--- src/rtl/operand_loader_if.sv ---
// Bundle of the operand stream, multiplier input-memory write port and multiplier start/done pins.
// master = the loader side; slave = the upstream source and multiplier environment.
interface operand_loader_if #(
    parameter int n_input = 16,
    parameter int addr_w  = 4
);
    logic               in_valid;
    logic [n_input-1:0] in_data;
    logic               in_ready;
    logic               mem_we;
    logic [addr_w-1:0]  mem_addr;
    logic [n_input-1:0] mem_wdata;
    logic               mult_start;
    logic               mult_done;
    logic               batch_done;
    logic               busy;
    logic [7:0]         batch_cnt;

    modport master (
        input  in_valid, in_data, mult_done,
        output in_ready, mem_we, mem_addr, mem_wdata,
        output mult_start, batch_done, busy, batch_cnt
    );

    modport slave (
        output in_valid, in_data, mult_done,
        input  in_ready, mem_we, mem_addr, mem_wdata,
        input  mult_start, batch_done, busy, batch_cnt
    );
endinterface

--- src/rtl/operand_loader.sv ---
// Streams operands into the multiplier input memory as A/B pairs, then runs one multiply batch.
// Write lands one cycle after the handshake; in_ready is registered and drops for the whole batch run.
module operand_loader #(
    parameter int n_input           = 16,
    parameter int n_multiplications = 8,
    parameter int addr_w            = 4
) (
    input  logic               clk,
    input  logic               rst,
    operand_loader_if.master   bus
);
    typedef enum logic [2:0] {
        st_load,
        st_flush,
        st_start,
        st_wait,
        st_fin
    } state_t;

    localparam logic [addr_w-1:0] last_idx = addr_w'(2 * n_multiplications - 1);

    state_t            state;
    logic [addr_w-1:0] word_cnt;

    always_ff @(posedge clk) begin
        if (rst) begin
            state          <= st_load;
            word_cnt       <= '0;
            bus.in_ready   <= 1'b1;
            bus.mem_we     <= 1'b0;
            bus.mem_addr   <= '0;
            bus.mem_wdata  <= '0;
            bus.mult_start <= 1'b0;
            bus.batch_done <= 1'b0;
            bus.busy       <= 1'b0;
            bus.batch_cnt  <= 8'd0;
        end else begin
            bus.mem_we     <= 1'b0;
            bus.mult_start <= 1'b0;
            bus.batch_done <= 1'b0;

            case (state)
                st_load: begin
                    if (bus.in_valid && bus.in_ready) begin
                        bus.mem_we    <= 1'b1;
                        bus.mem_addr  <= word_cnt;
                        bus.mem_wdata <= n_input'(bus.in_data);
                        bus.busy      <= 1'b1;
                        // Closing the stream on the last word keeps in_ready a pure function of state.
                        if (word_cnt == last_idx) begin
                            word_cnt     <= '0;
                            bus.in_ready <= 1'b0;
                            state        <= st_flush;
                        end else begin
                            word_cnt <= word_cnt + addr_w'(1);
                        end
                    end
                end

                st_flush: begin
                    bus.mult_start <= 1'b1;
                    state          <= st_start;
                end

                st_start: begin
                    state <= st_wait;
                end

                st_wait: begin
                    if (bus.mult_done) begin
                        bus.batch_done <= 1'b1;
                        bus.batch_cnt  <= bus.batch_cnt + 8'd1;
                        state          <= st_fin;
                    end
                end

                st_fin: begin
                    bus.busy     <= 1'b0;
                    bus.in_ready <= 1'b1;
                    state        <= st_load;
                end

                default: begin
                    word_cnt     <= '0;
                    bus.busy     <= 1'b0;
                    bus.in_ready <= 1'b1;
                    state        <= st_load;
                end
            endcase
        end
    end
endmodule
--- src/flat_wrapper.sv ---
// flat-port wrapper written by rule: the top's interface ports become plain ports
module operand_loader_flat 
#(
    parameter int n_input           = 16,
    parameter int n_multiplications = 8,
    parameter int addr_w            = 4
)
  (clk, rst, bus_in_valid, bus_in_data, bus_mult_done, bus_in_ready, bus_mem_we, bus_mem_addr, bus_mem_wdata, bus_mult_start, bus_batch_done, bus_busy, bus_batch_cnt);
  operand_loader_if #(.n_input(n_input), .addr_w(addr_w)) bus_i ();
  input  logic clk;
  input  logic rst;
  input wire logic [$bits(bus_i.in_valid)-1:0] bus_in_valid;
  input wire logic [$bits(bus_i.in_data)-1:0] bus_in_data;
  input wire logic [$bits(bus_i.mult_done)-1:0] bus_mult_done;
  output wire logic [$bits(bus_i.in_ready)-1:0] bus_in_ready;
  output wire logic [$bits(bus_i.mem_we)-1:0] bus_mem_we;
  output wire logic [$bits(bus_i.mem_addr)-1:0] bus_mem_addr;
  output wire logic [$bits(bus_i.mem_wdata)-1:0] bus_mem_wdata;
  output wire logic [$bits(bus_i.mult_start)-1:0] bus_mult_start;
  output wire logic [$bits(bus_i.batch_done)-1:0] bus_batch_done;
  output wire logic [$bits(bus_i.busy)-1:0] bus_busy;
  output wire logic [$bits(bus_i.batch_cnt)-1:0] bus_batch_cnt;
  assign bus_i.in_valid = bus_in_valid;
  assign bus_i.in_data = bus_in_data;
  assign bus_i.mult_done = bus_mult_done;
  assign bus_in_ready = bus_i.in_ready;
  assign bus_mem_we = bus_i.mem_we;
  assign bus_mem_addr = bus_i.mem_addr;
  assign bus_mem_wdata = bus_i.mem_wdata;
  assign bus_mult_start = bus_i.mult_start;
  assign bus_batch_done = bus_i.batch_done;
  assign bus_busy = bus_i.busy;
  assign bus_batch_cnt = bus_i.batch_cnt;
  operand_loader #(.n_input(n_input), .n_multiplications(n_multiplications), .addr_w(addr_w)) u_core (.clk(clk), .rst(rst), .bus(bus_i));
endmodule
--- config.mk ---
export PLATFORM = sky130hd
export DESIGN_NAME = operand_loader_flat
export DESIGN_NICKNAME = d
export VERILOG_FILES = /design/src/rtl/operand_loader_if.sv /design/src/rtl/operand_loader.sv /design/src/flat_wrapper.sv
export SDC_FILE = /design/constraint.sdc
export NUM_CORES = 1
export LEC_CHECK = 0
export CAP_MARGIN = 20
export CORE_MARGIN = 2
export CORE_UTILIZATION = 45
export DETAILED_ROUTE_END_ITERATION = 10
export HOLD_SLACK_MARGIN = 0.12
export MAX_ROUTING_LAYER = met4
export PLACE_DENSITY_LB_ADDON = 0.12
export SETUP_SLACK_MARGIN = 0.2
export SYNTH_ARGS = -nofsm -noshare
export SYNTH_HDL_FRONTEND = slang
export SYNTH_SLANG_ARGS = --single-unit
--- constraint.sdc ---
create_clock -name clk -period 1.7 [get_ports clk]
set_input_delay 0.34 -clock clk [delete_from_list [all_inputs] [get_ports clk]]
set_output_delay 0.34 -clock clk [all_outputs]
set_load 0.1 [all_outputs]
### Yosys cells after proc, flatten, opt, wreduce, memory -nomap -nowiden

Index checks and enable logic that the tools add are counted.

* logic and storage cells: 51
* bits in latches: 0
* bits in writable memories: 0
* register bits: 40
* memories kept: 0
* bits of input ports: 20
* output and inout bits: 33
* ROM bits: 0

* div/mod/pow operators: 0
* reductions and logical operators: 12
* multiplexer cells: 15
* equal/unequal tests: 8
* shifts and indexed selects: 0
* $lt $le $gt $ge: 0
* $add $sub $neg: 2
* multiply operators: 0
* bitwise gates (word level): 4

Operator list (number)
* $pmux W3 S4: 1
* $mux W3: 3
* $add A8 B1 Y8 const B: 1
* $mux W4: 2
* $pmux W4 S2: 1
* $reduce_and A2 Y1: 4
* $eq A3 B2 Y1 const B: 2
* $mux W1: 6
* $reduce_and A3 Y1: 2
* $add A4 B1 Y4 const B: 1
* $eq A4 B4 Y1 const B: 1
* $ne A2 B1 Y1 const B: 2
* $not A1 Y1: 4
* $pmux W1 S2: 2
* $reduce_or A2 Y1: 2
* $reduce_or A4 Y1: 1
* $eq A3 B1 Y1 const B: 1
* $eq A3 B3 Y1 const B: 1
* $logic_not A3 Y1: 1
* $reduce_or A3 Y1: 1
* $ne A2 B2 Y1 const B: 1
* $logic_and A1 B1 Y1: 1

### Depth between registers and ports, before layout

* depth after elaboration: 4
* depth in mapped cells: 6

### Least setup slack after synthesis

Ideal clock, no wire load.

* path kind: register -> register
* from: register u_core.bus.batch_cnt[0]
* to: register u_core.bus.batch_cnt[6]
* stages on the path, launching flop included: 5
* slack: -0.316 ns
* required time: 1.629 ns
* path buffers: 0
* period minus slack after synthesis: 2.016 ns
* data arrival time: 1.945 ns
* cell sequence: dfxtp_1 > ha_1 > nand3_1 > or4_1 > a21oi_1

* word-level cells in the longest chain between the ends: 1

RTL lines
* start, declared: RTL line operand_loader_if.sv:22 `output mult_start, batch_done, busy, batch_cnt`
* start signal, assigned: RTL line operand_loader.sv:72 `bus.batch_cnt <= bus.batch_cnt + 8'd1;`
* $add A8 B1 Y8: RTL line operand_loader.sv:72

No other way between the ends.
A chain may end at the register's enable or synchronous reset.

### Final worst setup path

* from: input port bus_mult_done
* to: register u_core.bus.batch_cnt[7]

* word-level cells in the longest chain between the ends: 1

RTL lines
* start, declared: RTL line flat_wrapper.sv:14 `input wire logic [$bits(bus_i.mult_done)-1:0] bus_mult_done;`
* $reduce_and A2 Y1 (no line)

No other way between the ends.

==> run summary <==
The weighted congestion at the end of routability-driven global placement is 0.7920. The first-pass detailed-route iteration total came out at 5. The tools report the setup slack after placement as -0.1786 ns. The synthesized area divided by synthesized cell count came out at 8.672 um2. During placement, the flow inserted port buffers numbering 52. With fillers left out, the area of the finished cells amounts to 0.002656 mm2. The share of flip-flops with an asynchronous set or reset after synthesis works out to 0%. The area share of fa/ha/maj cells after synthesis is 1.535%, and the horizontal extent of the die is 64.19 um.

The logs give 77.77% for the final design utilization and 0.001630 mm2 for the total standard cell area after synthesis. For this run, the leading register cell type out of synthesis is sky130_fd_sc_hd__dfxtp_1. Counting instances in the post-synthesis netlist gives the leading cell types as sky130_fd_sc_hd__dfxtp_1, sky130_fd_sc_hd__a21oi_1, sky130_fd_sc_hd__o21ai_0. The synthesized netlist devotes 23.25% of its cell area to compound gates.

Traced cell by cell, the critical path runs through clkdlybuf4s50_1 -> nand4b_4 -> nor4_2 -> mux2_1. In this run the number of H-tree levels came out at 2. Relative area change from synthesis to final layout: 62.93%. For the pin with the worst max-slew slack, the measured transition is 0.4112 ns. The run gives 0.001489 W as the internal power. The run finished with clean final reports.

Summed over all failing endpoints, the final setup total negative slack is 0 ns. Measured along the y axis, the die boundary spans 64.19 um. Clock latency reported for the late side of the worst-skew pair: 0.35 ns.

Power spread over the standard cell area amounts to 858.4 mW/mm2. The total congestion overflow after global routing is 0, and the number of inserted diodes is 0. The first global-routing pass estimated 7514 um of wire. The Yosys step of the flow raised 0 warnings.

The fmax was 684.3 MHz; the reported max-cap violation count was 0. Once the clock tree was built, the setup fixing pass inserted 0 buffers. The logs give 188 for the instance count of the mapped netlist and 5 for the number of buffers added by the clock tree synthesis step. The portion of total power attributed to combinational logic was 29.8%; the part of the power in the clock network was 24.6%. Setup violations remaining at the end of the flow were counted as 0. The net count of the finished layout is 261. The overall fraction of global-route tracks in use was 23.48%. In this run the cell area measured after placement is 0.002564 mm2. For the worst ir drop on vdd, the log shows 524.8 uV.

The switching share of power was 34.68%. Reg-to-reg setup timing slack: 0.30 ns. The type of the tightest min-delay check is reg2reg. The relative max-transition margin is 72.40%, and the clock tree buffer depth is 2. The number of nets in the synthesized netlist is 210. Hold timing on the final database bottoms out at a slack of 0.5124 ns. Setup repair after global routing could not meet its margin everywhere.

The wire length per cell after detailed routing was 15.17 um; the area share of xor/xnor cells in the synthesized design was 0.5372%. Yosys mapped a number of flops with a built-in enable equal to 0. Yosys instantiated no cell more often than sky130_fd_sc_hd__dfxtp_1. The number of different library cells in the post-synthesis netlist was 33. The arrival time of data at the critical path endpoint was 1.70 ns; the portion of netlist area occupied by mux cells was 1.305%.

The area taken by flip-flops and latches is 828.3 um2. Number of failing hold endpoints at the final stage: 0. The analysis attributes to net switching a power of 0.0007908 W.

The required time of the critical path is 1.94 ns, and the basic-gate share of the synthesized area counting and, or, nand and nor cells is 18.42%. The master of the slowest instance on the critical path is sky130_fd_sc_hd__clkdlybuf4s50_1. The region available for standard cell placement spans 0.003416 mm2.

The logs give 0 for the number of design rule violations left after detail routing and 0.004120 mm2 for the total die area. The total leakage power came out at 1.003 nW. The worst setup path is launched from an input port.

TritonCTS built the clock tree. The tools report the max-slew violation count as 0. For the site row count, the log shows 21. The initial antenna violation count was 0; the period utilization was 85.96%. Subtracting the final worst setup slack from the clock period gives 1.461 ns. For the number of global-route vias before repair, the log shows 1652.

The critical path is of the in2reg type. Largest family of logic cells by synthesized area: compound AO/OA/AOI/OAI gates. In this run, flip-flops and latches consume 45.6% of the power. The fraction of layout instances using a drive strength above 1 was 25.83%; the count of vias placed by the detailed router was 1632.

The tools report the final worst clock skew as 0.006957 ns. The post-route antenna net violation count came out at 0. Wires add up to 4338 um.

After synthesis, the cell types taking the most area are sky130_fd_sc_hd__dfxtp_1, sky130_fd_sc_hd__a21oi_1, sky130_fd_sc_hd__o21ai_0, sky130_fd_sc_hd__nand3_1, sky130_fd_sc_hd__clkbuf_1. Clock tree synthesis selected as its root buffer the cell sky130_fd_sc_hd__clkbuf_4. Clock-pin slew was measured on the worst setup and hold paths at 0.12 ns. In this design, the stage delay of the slowest critical-path cell is 0.54 ns. The per-cell via count in the routed design is 5.706. For the top-level port count, the log shows 53. The largest net degree at the start of global routing is 29. Counting the fill cells in the layout gives 216.

The run gives 0.2387 ns as the post-layout worst setup margin. The tools report the endpoint kind of the worst setup timing path as a flip-flop. For this block, the initial DRC count from the detailed router was 113. The largest fanout on the critical path was 5.

Sequential elements use 49.12% of the synthesized area. The multi-input combinational cells in the finished layout cover a total of 749.5 um2. Starting utilization of the core area: 47.73%.

The proportion of netlist area held by the largest area contributor is 49.12%. Top cell type by total area after synthesis: sky130_fd_sc_hd__dfxtp_1. The synthesized flop and latch total was 40.

The HPWL after detailed placement is 3049 um. For the number of sinks handled by clock tree synthesis, the log shows 40.
==> cells by family (layout without fill, tap and decap cells) <==
group           Yosys count  in the layout
compound gates           68             68
simple gates             54             54
flops                    40             40
buf+inv                  21             73
fa+ha+maj                 2              2
mux                       2              2
xor+xnor                  1              1
==> power by group through the flow <==
stage	Clock, W	Sequential, W	Combinational [W]
6_report	0.000561	0.00104	0.000680
5_1_grt	0.000620	0.00105	0.000709
2_1_floorplan	0	0.00131	0.000149
3_3_place_gp	0	0.00105	0.000667
3_5_place_dp	0	0.00106	0.000680
4_1_cts	0.000567	0.00104	0.000681
==> metrics by stage <==
| stage | instances | total power (W) |
|---|---|---|
| final | 286 | 0.002280 |
| after global routing | 286 | 0.002376 |
| after CTS | 286 | 0.002285 |
| after detailed placement | 278 | 0.001737 |
| after global placement | 278 | 0.001721 |
| after floorplan | 188 | 0.001460 |
==> path summary, 6_finish.rpt <==
kind	cells past startpoint	endpoint	startpoint
max reg2reg	5	u_core.bus.mem_wdata[6]	u_core.state[2]
max	4	u_core.bus.batch_cnt[7]	bus_mult_done
min	2	u_core.bus.in_ready	u_core.bus.in_ready
min reg2reg	2	u_core.bus.in_ready	u_core.bus.in_ready
==> metal layers <==
layer	track usage, %	vias up	share of wire (%)
li1	-	789	-
met1	26.13	789	40
met2	40.89	47	54
met3	5.634	7	5.3
met4	8.511	0	1.5
met5	-	-	0
==> critical path: cells and delay by family <==
kind | cells | cell delay, ns
buffers and inverters | 1 | 0.54
and+or+nand+nor | 2 | 0.46
muxes | 1 | 0.36
==> sequential cells by signal, summed over array words and instances (netlist names) <==
register and count:
u_core.bus.mem_we 1, u_core.bus.batch_cnt 8, u_core.state 3, u_core.bus.in_ready 1, u_core.bus.mult_start 1, u_core.word_cnt 4, u_core.bus.mem_addr 4, u_core.bus.mem_wdata 16
u_core.bus.batch_done 1, u_core.bus.busy 1
==> layout make-up <==
class                           instances  share of cell area (%)
Clock inverter                          1                  0.1884
Timing Repair Buffer                   61                   35.19
Clock buffer                            7                   2.496
Inverter                                4                  0.5652
Sequential cell                        40                   31.18
Tap cell                               46                   2.167
Multi-Input combinational cell        127                   28.21
==> placed cells by master (no fill, tap or decap), types with 3 or more instances in the layout <==
master                             n
sky130_fd_sc_hd__clkbuf_4          5
sky130_fd_sc_hd__buf_12           34
sky130_fd_sc_hd__clkdlybuf4s50_1  19
sky130_fd_sc_hd__dfxtp_2           4
sky130_fd_sc_hd__and3_1            3
sky130_fd_sc_hd__dfxtp_4           6
sky130_fd_sc_hd__a21oi_1          27
sky130_fd_sc_hd__dfxtp_1          30
sky130_fd_sc_hd__o211ai_1          3
sky130_fd_sc_hd__nor2_1            6
sky130_fd_sc_hd__nand3_1          26
sky130_fd_sc_hd__inv_1             4
sky130_fd_sc_hd__or3_1             5
sky130_fd_sc_hd__nand2_1           4
sky130_fd_sc_hd__buf_4             7
sky130_fd_sc_hd__o21ai_0          27
sky130_fd_sc_hd__a31oi_1           3
==> repair_timing <==
action,CTS,global route
endpoints found under the setup margin,3,4
resized for setup,2,3
hold buffers,0,0
Note: power is estimated with default switching activity, not from simulation.
==> patch 1, RTL diff (same settings) <==
Reset style: asynchronous (`rst`), changed in one clocked block.
--- a/src/rtl/operand_loader.sv
+++ b/src/rtl/operand_loader.sv
@@ -23,5 +23,5 @@
     logic [addr_w-1:0] word_cnt;
 
-    always_ff @(posedge clk) begin
+    always_ff @(posedge clk or posedge rst) begin
         if (rst) begin
             state          <= st_load;
Behaviour: differs if rst is asserted again (counterexample within 4 cycles, from zero or initial values and one cycle with rst high); with rst held inactive, the same outputs for 10 cycles.
==> patch 1 against the original RTL <==
- global-route usage up 2.3 points
- design area up 14%
- sequential cell count unchanged
- count of clock-buffer cells in the layout stayed put
- core utilization is 6.0 points higher
- wire length rose by 18%
- synthesized area up 1.8%
- worst setup slack lost 170 ps
- highest routed layer unchanged
Power is left out: the tool's default activity adds up to more than one toggle a clock period on the data nets, which glitch-free logic cannot reach.
==> patch 1: results (changes against the original RTL) <==
Outcome
The run finished with clean final reports.

GRT
The met3 track utilization from global routing is 0.0590 (+0.00269). The total routing resource utilization after global routing is 0.258 (+0.0233). The met1 routing resource usage after global routing is 0.294 (+0.0327). The via count of the first global-routing pass came to 1,375 (-17%).

The global routing usage on met2 is 0.452 (+0.0435).

STA
The highest attainable clock frequency came to 0.612 GHz (-11%). The minimum hold slack is 396 ps (-117 ps). The post-route clock skew is 20.7 ps (+13.8 ps).

Placed design
The routability-driven placement congestion ratio is 0.809 (+2.2%). The detailed placement HPWL came to 2820 um (-7.6%). The cell count after placement came to 233 (-16%).

Final layout
The number of nets in the finished design is 222 (-15%). The post-route cell area was 3020 sq um (+14%). The multi-input logic portion of the cell area is 0.238 (-0.0439). The layout filler cell count came to 174 (-19%).

Yosys
Ranked by instance count, the synthesized netlist is headed by sky130_fd_sc_hd__dfrtp_1, sky130_fd_sc_hd__mux2_2, sky130_fd_sc_hd__nand2_1. The mean instance size in the synthesized netlist was 13.2 sq um (+52%). The distinct cell type count of the synthesized netlist is 35 (+6.1%).

Yosys attributes the largest share of cell area to sky130_fd_sc_hd__dfrtp_1, sky130_fd_sc_hd__mux2_2, sky130_fd_sc_hd__xnor2_1. The fraction of synthesis flops using an asynchronous set or reset pin is 1.00 (+1.00). The net count after synthesis came to 148 (-30%).

Routing
The starting DRC count in detailed routing was 44 (-61%). The amount of wire on met2 after detailed routing is 2810 um (+21%). The met3 wire length is 290 um (+27%). The number of iterations in the first detailed-routing pass came to 4 (-1). The final wirelength is 5120 um (+18%).

Critical path
The cell family contributing the most delay on the critical path is simple AND/OR/NAND/NOR gates. The maximum fanout encountered on the critical timing path is 6 (+1). The critical path ends at u_core.bus.mem_wdata[4].

CTS
The latest clock arrival within the worst-skew pair came to 310 ps (-40 ps).

Floorplanning
The full die area came to 4190 sq um (+1.7%).
[patch 1: changes by cell type in the layout (fill, tap and decap cells not counted), sizes merged, moves of 19 or more]
cell	before	now
nand3	26	4
o21ai	28	2
mux2	1	20
dfxtp	40	0
a21oi	27	0
dfrtp	0	39
[patch 1: timing repair]
action / 4_1_cts / 5_1_grt
setup buffers: 4 / 1
resized for setup: 5 / 7
hold buffers: 0 / 0
gates cloned: 2 / 1
pin swaps: 2 / 2
setup endpoints to repair: 24 / 25
[patch 1: cell families after synthesis]
| family | Yosys count | synth area share |
|---|---|---|
| XOR/XNOR | 7 | 0.0370 |
| adder cells (fa/ha/maj) | 2 | 0.0151 |
| AO/OA/AOI/OAI | 15 | 0.0679 |
| flip-flops | 40 | 0.604 |
| multiplexers | 20 | 0.136 |
| AND/OR/NAND/NOR | 32 | 0.108 |
| buffers and inverters | 10 | 0.0324 |
==> patch 2, RTL diff (same flow settings) <==
Made on the original files. `addr_w` is set to 4 in 3 places; all go to 2.
--- a/src/rtl/operand_loader_if.sv
+++ b/src/rtl/operand_loader_if.sv
@@ -3,5 +3,5 @@
 interface operand_loader_if #(
     parameter int n_input = 16,
-    parameter int addr_w  = 4
+    parameter int addr_w  = 2
 );
     logic               in_valid;
--- a/src/rtl/operand_loader.sv
+++ b/src/rtl/operand_loader.sv
@@ -4,5 +4,5 @@
     parameter int n_input           = 16,
     parameter int n_multiplications = 8,
-    parameter int addr_w            = 4
+    parameter int addr_w            = 2
 ) (
     input  logic               clk,
--- a/src/flat_wrapper.sv
+++ b/src/flat_wrapper.sv
@@ -4,5 +4,5 @@
     parameter int n_input           = 16,
     parameter int n_multiplications = 8,
-    parameter int addr_w            = 4
+    parameter int addr_w            = 2
 )
   (clk, rst, bus_in_valid, bus_in_data, bus_mult_done, bus_in_ready, bus_mem_we, bus_mem_addr, bus_mem_wdata, bus_mult_start, bus_batch_done, bus_busy, bus_batch_cnt);
Ports: changed (resized bus_mem_addr); port bits go from 53 to 51. The function was not compared with the original's and may differ.
==> patch 2 against the original RTL <==
- sequential cell count decreased by 4
- worst setup slack improved by 22 ps
- sequential share of layout area increased by 0.094 points
- design area decreased by 9.9%
- wire length decreased by 14%
- cell count decreased by 8.4%
- combinational power decreased by 18%
- core utilization increased by 1.2 points
- maximum frequency increased by 1.6%
- synthesized cell count decreased by 13%
- power decreased by 17%
- via count decreased by 13%
- synthesized area decreased by 13%
- critical path type unchanged
- largest cell class unchanged
- largest power group unchanged
- highest routed layer unchanged
==> patch 2: results (changes against the original RTL) <==
GRT
The met1 routing resource usage after global routing came to 0.279 (+0.0177). The maximum number of pins on one net before global-route repair is 23 (-21%). The met3 track utilization from global routing came to 0.0866 (+0.0302). The via count of the first global-routing pass was 1,369 (-17%). The total routing resource utilization after global routing is 0.242 (+0.00743). The global routing usage on met2 is 0.384 (-0.0253).

Yosys
The share of synthesized area occupied by flip-flops and latches was 0.509 (+0.0181). The adder-cell share of the synthesized area is 0.0177 (+0.00233). Sorting the synthesized cells by area gives the leading types as sky130_fd_sc_hd__dfxtp_1, sky130_fd_sc_hd__a21oi_1, sky130_fd_sc_hd__nand3_1.

The proportion of synthesized area in mux cells is 0.0150 (+0.00198). By count the netlist is led by sky130_fd_sc_hd__dfxtp_1, sky130_fd_sc_hd__a21oi_1, sky130_fd_sc_hd__nand3_1. The compound-gate portion of the synthesized area is 0.211 (-0.0212). The area share of xor/xnor cells in the synthesized design is 0.00619 (+0.000817).

The distinct cell type count of the synthesized netlist is 30 (-9.1%).

Critical path
The maximum fanout encountered on the critical timing path is 8 (+3). The capture instance of the worst register-to-register path is u_core.bus.batch_cnt[6]. The length in cells of the worst reg-to-reg path is 4 (-1). The arrival time of data at the critical path endpoint came to 1680 ps (-20 ps). The startpoint identified for the worst register-to-register timing path is u_core.bus.batch_cnt[0].

CTS
The clock slew seen by the registers of the worst setup and hold paths is 100 ps (-20 ps).

Pwr
The worst supply voltage drop on vdd is 0.000548 V (+4.5%).

Routing
The met3 wire length was 249 um (+8.7%). The starting DRC count in detailed routing is 52 (-54%). The met1 wire length is 1460 um (-15%).

The average routed wire per standard cell is 14.3 um (-6.0%). The amount of wire on met2 after detailed routing came to 1970 um (-15%).

Outcome
The run finished with clean final reports.

Final layout
The number of nets in the finished design was 240 (-8.0%). The fraction of layout instances using a drive strength above 1 was 0.266 (+0.00772).

Min path
The hold path startpoint is u_core.word_cnt[1]. The endpoint of the worst hold path is u_core.bus.mem_addr[1].

STA
The post-route clock skew is 5.67 ps (-1.28 ps). The final critical path time including I/O delays and setup is 1440 ps (-22.4 ps). The actual transition at the worst max-transition pin is 252 ps (-159 ps).

Placed design
The detailed placement HPWL was 2750 um (-9.7%). The count of buffers inserted at the top-level ports is 50 (-3.8%).
## patch 2: cell types whose count changed after synthesis, moves of 3 or more
cell	before	now
sky130_fd_sc_hd__dfxtp_1	40	36
sky130_fd_sc_hd__or4_1	2	5
sky130_fd_sc_hd__nand3_1	26	20
sky130_fd_sc_hd__or3_1	5	1
sky130_fd_sc_hd__o21ai_0	27	14
sky130_fd_sc_hd__o21ai_1	1	7
sky130_fd_sc_hd__and3_1	3	0
## patch 2: stage by stage
stage | instances | utilization | area (sq um) | power (uW) | setup TNS (ps)
finish | 262 | 0.790 | 2390 | 1880 | 0
global route | 262 | 0.790 | 2390 | 1960 | 0
CTS | 262 | 0.787 | 2380 | 1900 | 0
detailed placement | 255 | 0.769 | 2330 | 1490 | -705
global placement | 255 | 0.769 | 2330 | 1480 | -353
floorplan | 164 | - | 1440 | 1250 | 0
## patch 2: how the worst max path moves through the flow
| stage | from | to | depth (start not counted) |
|---|---|---|---|
| finish | bus_mult_done | u_core.bus.batch_cnt[7] | 4 |
| global route | bus_mult_done | u_core.bus.batch_cnt[5] | 4 |
| detailed placement | bus_mult_done | u_core.bus.batch_cnt[7] | 4 |
| CTS | u_core.state[0] | u_core.bus.batch_cnt[7] | 3 |
| floorplan | u_core.bus.batch_cnt[1] | u_core.bus.batch_cnt[4] | 4 |
| global placement | bus_mult_done | u_core.bus.batch_cnt[7] | 4 |
## patch 2: report_power, final
part           leakage [uW]  internal, uW  switching [uW]
clock             0.0000261           144             264
combinational      0.000584           211             346
sequential         0.000300           874            43.2
total              0.000910          1230             653
## patch 2: area by class of cell
class,count,area [sq um],share of cell area
inverters,4,15.0,0.00628
clock buffers,5,37.5,0.0157
clock inverters,2,7.51,0.00314
well taps,44,55.1,0.0230
flip-flops and latches,36,748,0.313
multi-input cells,111,643,0.269
repair buffers,60,886,0.370
